[src/rtl/spi_mem_ctrl.sv]
// SPI command decoder and byte-memory sequencer; shares the single memory
// port with a host request port, SPI commands always winning arbitration.
module spi_mem_ctrl #(
  parameter int unsigned ADDR_WIDTH = 8,
  parameter int unsigned AUTO_INC   = 0
) (
  input  logic                  clk,
  input  logic                  rst,
  input  logic [9:0]            rx_data,
  input  logic                  rx_valid,
  input  logic                  ss_n,
  output logic [7:0]            tx_data,
  output logic                  tx_valid,
  input  logic                  host_req,
  input  logic                  host_we,
  input  logic [ADDR_WIDTH-1:0] host_addr,
  input  logic [7:0]            host_wdata,
  output logic                  host_gnt,
  output logic [7:0]            host_rdata,
  output logic                  host_rvalid
);

  localparam int unsigned DEPTH = 2**ADDR_WIDTH;

  typedef enum logic [1:0] {IDLE, EXEC, RESP} state_t;
  typedef enum logic [1:0] {OP_SET_WA, OP_WRITE, OP_SET_RA, OP_READ} op_t;

  state_t                  state, state_nxt;
  logic                    rx_valid_q;
  logic                    pend;
  logic [9:0]              cmd_q;
  logic [ADDR_WIDTH-1:0]   wr_addr, rd_addr;
  logic [7:0]              rd_byte_q;
  logic [7:0]              mem [DEPTH];

  logic                    rise;
  logic                    exec;
  op_t                     op;
  logic [7:0]              payload;
  logic                    mem_we;
  logic [ADDR_WIDTH-1:0]   mem_addr;
  logic [7:0]              mem_wdata;

  assign rise    = rx_valid & ~rx_valid_q;
  assign op      = op_t'(cmd_q[9:8]);
  assign payload = cmd_q[7:0];

  always_ff @(posedge clk or posedge rst) begin
    if (rst) state <= IDLE;
    else     state <= state_nxt;
  end

  always_comb begin
    state_nxt = state;
    case (state)
      IDLE:    if (pend) state_nxt = EXEC;
      EXEC:    state_nxt = (op == OP_READ) ? RESP : IDLE;
      RESP:    state_nxt = IDLE;
      default: state_nxt = IDLE;
    endcase
  end

  always_comb begin
    exec      = (state == EXEC);
    host_gnt  = host_req & ~rst & (state == IDLE) & ~pend & ~rise;
    mem_we    = 1'b0;
    mem_addr  = host_addr;
    mem_wdata = host_wdata;
    if (exec) begin
      mem_addr  = (op == OP_WRITE) ? wr_addr : rd_addr;
      mem_wdata = payload;
      mem_we    = (op == OP_WRITE);
    end else if (host_gnt) begin
      mem_we = host_we;
    end
  end

  always_ff @(posedge clk) begin
    if (mem_we) mem[mem_addr] <= mem_wdata;
  end

  always_ff @(posedge clk or posedge rst) begin
    if (rst) begin
      rx_valid_q  <= 1'b0;
      pend        <= 1'b0;
      cmd_q       <= '0;
      wr_addr     <= '0;
      rd_addr     <= '0;
      rd_byte_q   <= '0;
      tx_data     <= '0;
      tx_valid    <= 1'b0;
      host_rdata  <= '0;
      host_rvalid <= 1'b0;
    end else begin
      rx_valid_q <= rx_valid;
      if (rise) begin
        cmd_q <= rx_data;
        pend  <= 1'b1;
      end else if (exec) begin
        pend <= 1'b0;
      end

      if (exec) begin
        case (op)
          OP_SET_WA: wr_addr <= ADDR_WIDTH'(payload);
          OP_WRITE:  if (AUTO_INC != 0) wr_addr <= wr_addr + ADDR_WIDTH'(1);
          OP_SET_RA: rd_addr <= ADDR_WIDTH'(payload);
          OP_READ: begin
            // Byte is captured in EXEC so the RESP stage is unaffected by the rd_addr increment.
            rd_byte_q <= mem[mem_addr];
            if (AUTO_INC != 0) rd_addr <= rd_addr + ADDR_WIDTH'(1);
          end
          default: ;
        endcase
      end

      if (state == RESP) tx_data <= rd_byte_q;
      if (rise || ss_n)        tx_valid <= 1'b0;
      else if (state == RESP)  tx_valid <= 1'b1;

      host_rvalid <= host_gnt & ~host_we;
      if (host_gnt && !host_we) host_rdata <= mem[mem_addr];
    end
  end

endmodule

[config.mk]
export PLATFORM = sky130hd
export DESIGN_NAME = spi_mem_ctrl
export DESIGN_NICKNAME = d
export VERILOG_FILES = /design/src/rtl/spi_mem_ctrl.sv
export SDC_FILE = /design/constraint.sdc
export NUM_CORES = 2
export LEC_CHECK = 0
export BUFFER_PORTS_ARGS = -buffer_cell sky130_fd_sc_hd__buf_2
export CAP_MARGIN = 20
export CORE_ASPECT_RATIO = 1.5
export CORE_UTILIZATION = 60
export CTS_CLUSTER_SIZE = 40
export DETAILED_ROUTE_END_ITERATION = 12
export GPL_ROUTABILITY_DRIVEN = 0
export PLACE_DENSITY = 0.79
export SKIP_CTS_REPAIR_TIMING = 1
export SLEW_MARGIN = 40
export SYNTH_ARGS = -nofsm -noshare
export SYNTH_HDL_FRONTEND = slang
export SYNTH_SLANG_ARGS = --single-unit
[constraint.sdc]
create_clock -name clk -period 12.96 [get_ports clk]
set_clock_uncertainty 0.05 [all_clocks]
set_input_delay 2.592 -clock clk [delete_from_list [all_inputs] [get_ports clk]]
set_output_delay 2.592 -clock clk [all_outputs]
set_load 0.01 [all_outputs]
* After elaboration in Yosys (flattened, before gate mapping)
Memory sizes are Yosys's and may differ from the RTL's.
Index checks and enable logic that the tools add are counted.
** Operators by class
- Reduce and logical (&&, ||, !) cells :: 10
- Equal/unequal tests :: 6
- Bitwise gates (word level) :: 11
- Multiplexer cells :: 14
** Operator list (count)
- 8-bit two-way mux :: 3
- 1-bit two-way mux :: 8
- 1-bit bitwise AND :: 6
- 2-bit == test, second input constant :: 3
- 2-bit AND reduction :: 3
- 1-bit inverter :: 5
- 2-bit by 1-bit == test with 1-bit output, second input constant :: 2
- 2-bit zero test :: 2
- 2-bit two-way mux :: 2
- 2-bit one-hot mux with 2 select lines :: 1
- 2-bit nonzero test :: 2
- 2-bit != test, second input constant :: 1
- 1-bit logical AND :: 1
- 1-bit zero test :: 1
- 1-bit logical OR :: 1
** Storage, ports and cells
- Memories :: 1
- Output and inout port bits :: 19
- Bits of input ports :: 32
- Word-level logic and storage cells :: 53
- Memory bits (writable) :: 2048
- Bits in registers :: 56
** Memory list
- mem :: words 256, bits a word 8, read ports 1, clocked after Yosys merged registers in 0, write ports 1, RTL line 34 : logic [7:0] mem [DEPTH];

* Logic depth before layout (Yosys ltp)
- Depth in word-level cells :: 9
- Mapped depth :: 17
- Mapped depth without buffers :: 10

* Worst setup path before layout
OpenSTA, ideal clock, no wires.
- Path kind :: input -> register
- Start point :: input port host_wdata[0]
- End point :: memory mem[0][0] (data pin)
- Data arrival time :: 5.625 ns
- Stages :: 2
- Setup slack :: 6.462 ns
- Path buffers :: 0
- Path through :: nand2_1 nand2_1
** On the way
- Word-level cells in the longest chain between the ends :: 1
** Ends and longest elaborated chain
- start, declared :: RTL line 17 : input logic [7:0] host_wdata,
- 8-bit two-way mux :: RTL line 69 : if (exec) begin
- net mem_wdata[0] :: RTL line 42 : logic [7:0] mem_wdata;
- end, declared :: RTL line 34
The timed path passes the listed nets, and every way through them passes these cells.

* Final worst setup path
- Start point :: input port host_addr[1]
- End point :: register host_rdata[6], read port of mem
** On the way
- Word-level cells in the longest chain between the ends :: 2
** Ends and longest elaborated chain
- start, declared :: RTL line 16 : input logic [ADDR_WIDTH-1:0] host_addr,
- 8-bit two-way mux :: RTL line 69
- memory read 256 x 8 bit
- end, declared :: RTL line 19 : output logic [7:0] host_rdata,
No other way between the ends.
A chain may end at the register's enable or synchronous reset.

==> impl_metrics.json <==
{
  "outcome": "finished, final reports clean",
  "die_h_um": 456,
  "critPathCaptureType": "flip-flop",
  "dp_slack_ns": 5.86,
  "synth_seq_cells": 2104,
  "htreeDepth": 4,
  "setup.worst_path.start": "host_addr[1]",
  "synth_cell_types": 46,
  "core-area_mm2": 0.136,
  "worst_pin_slew_ns": 0.953,
  "layout_common_cells": "edfxtp_1 (2,048), nand2_1 (662), a21oi_1 (388)",
  "synthFlopType": "edfxtp_1",
  "wl_per_cell_um": 30.9,
  "setup_ws_ns": 6.51,
  "slew_violations": 0,
  "worstReg2RegStart": "cmd_q[9]",
  "die-area_mm2": 0.139,
  "clock_latency_ns": 0.81,
  "cts.path.max_buffers": 3,
  "synth-edff-count": 2048,
  "avgSynthCellArea_um2": 16.6,
  "final_common_cell": "edfxtp_1",
  "crit_type": "input port to flip-flop",
  "hold_viol_final": 0,
  "slowest_stage": "buf_4",
  "hp-class": "flip-flop to flip-flop",
  "fin_crit_ns": 6.45,
  "avgViaCountPerCell": 6.92,
  "die_w_um": 305,
  "syn_inst": 4961,
  "io_buffer_count": 50,
  "core.rowCount": 166,
  "p_leak_nw": 28.6,
  "totalWireLength_mm": 210,
  "netlist_area_mm2": 0.0824,
  "holdCritStartpoint": "tx_data[2]",
  "synth.net_count": 4993,
  "remaining_drc_errors": 0,
  "slew_headroom": 0.359,
  "fin_nets": 4937,
  "grt_setup_unrepaired": "no",
  "yosys_warnings": 0,
  "initial_core_util": 0.605,
  "io_pins": 51,
  "cpPeakStageDelay_ns": 0.76,
  "grt_first_pass_wirelength_mm": 306,
  "ys_seq_area_frac": 0.764,
  "vias": 47100,
  "final_area_mm2": 0.0899,
  "gr-total-overflow": 0,
  "grt_max_degree": 190,
  "fin_util": 0.660,
  "fmax_mhz": 155,
  "clkTransAtPathRegs_ns": 0.07,
  "grt_antenna_before_repair": 6,
  "dr.pass1.iters": 8,
  "cts_tree": "built",
  "setup_violations": 0,
  "arrival_ns": 7.06,
  "post-route-period-util": 0.497,
  "track_usage": 0.302,
  "critical_path.cell_chain": "buf_2 -> nor2_1 -> a21oi_4 -> buf_4 -> buf_4 -> mux4_2 -> a22oi_1 -> a21oi_1 -> nor2_1 -> or4bb_1 -> nand4_1 -> o21ai_1",
  "area_delta_synth_final_pct": 9.14,
  "cts.sinks": 2104,
  "grt_pass1_vias": 46400,
  "cap_violations": 0,
  "async_reset_ff_frac": 0.0266,
  "start_kind": "input port",
  "dpl_cell_area_mm2": 0.0841,
  "crit_path_max_fanout": 51,
  "dp_hpwl_mm": 117,
  "ant_nets": 0,
  "drive_above_1_share": 0.143,
  "tns_ns": 0,
  "ir_worst_vdd_mv": 0.192,
  "cts-root-buf": "clkbuf_16",
  "numCtsBuffers": 172,
  "drt_iter0_markers": 7031,
  "p_per_area_mw_per_mm2": 225,
  "cp.required_ns": 13.57
}
flip-flops by register name, indices dropped and copies added (netlist names):
| register | flops |
|---|---|
| rd_byte_q | 8 |
| host_rvalid | 1 |
| rx_valid_q | 1 |
| rd_addr | 8 |
| state | 2 |
| tx_valid | 1 |
| wr_addr | 8 |
| cmd_q | 10 |
| tx_data | 8 |
| host_rdata | 8 |
| pend | 1 |
| mem | 2048 |
worst paths after layout:
path                            slack (ns)  depth (start not counted)            end
worst min register to register        0.45                          1     tx_data[2]
max in group asynchronous            10.22                          3  host_rdata[2]
min in group asynchronous             1.80                          2     rx_valid_q
worst max-delay path                  6.51                         12  host_rdata[6]
worst max register to register        7.27                         12  host_rdata[6]
worst min-delay path                  0.45                          1     tx_data[2]
metrics by stage:
step | hold WS, ns | std cells | total power, W
finish | 0.453 | 6807 | 0.0203
global route | 0.471 | 6807 | 0.0208
CTS | 0.457 | 6799 | 0.0200
detailed placement | 0.442 | 6488 | 0.0149
global placement | 0.429 | 6487 | 0.0147
floorplan | 0.400 | 4961 | 0.0129
metal layers:
layer	GRT usage	part of all wire
met1	0.384	0.33
met2	0.488	0.49
met3	0.0594	0.11
met4	0.173	0.070
met5	0	0.00016
synth_stat cells (all sizes together), types with 9 or more instances:
cell type / number / area share
edfxtp: 2048 / 0.75
nand2: 689 / 0.031
a21oi: 389 / 0.024
nor2: 286 / 0.013
mux4: 224 / 0.061
buf: 189 / 0.014
clkbuf: 169 / 0.0077
a211oi: 152 / 0.014
a22oi: 137 / 0.012
a32oi: 120 / 0.013
and3: 81 / 0.0062
mux2i: 69 / 0.0084
nand3: 66 / 0.0040
a221oi: 65 / 0.0070
dfrtp: 56 / 0.017
mux2: 34 / 0.0046
o21ai: 34 / 0.0021
nor4: 24 / 0.0018
a22o: 16 / 0.0017
a31oi: 16 / 0.0012
or4bb: 10 / 0.0014
nor3: 9 / 0.00055
or3: 9 / 0.00068
cell type report:
cell class / count / area (um2)
fill: 8451 / 46300
antenna: 1 / 2.50
sequential: 2104 / 62900
tap: 1764 / 2210
multi-input combinational: 2496 / 18100
clock inverter: 103 / 921
timing repair buffer: 128 / 1120
clock buffer: 208 / 4610
inverter: 3 / 11.3
power by group:
part	switching [W]	leakage [nW]	internal, W
clock	0.00236	2.70	0.00283
sequential	0.0000722	19.1	0.00834
combinational	0.00473	6.74	0.00193
cells by family (layout without fill, tap and decap cells):
logic type | count (synthesis) | after routing | share of synthesized area
flip-flops | 2104 | 2104 | 0.764
AND/OR/NAND/NOR | 1211 | 1211 | 0.0628
AO/OA/AOI/OAI | 958 | 958 | 0.0777
buffers and inverters | 361 | 442 | 0.0217
multiplexers | 327 | 327 | 0.0743
other | 0 | 1 | 0
critical path, delay by kind of cell:
family                 cells  cell delay, ns
AO/OA/AOI/OAI              4            1.22
buffers and inverters      3            1.59
AND/OR/NAND/NOR            4            1.15
multiplexers               1            0.42
Note: power is estimated with default switching activity, not from simulation.
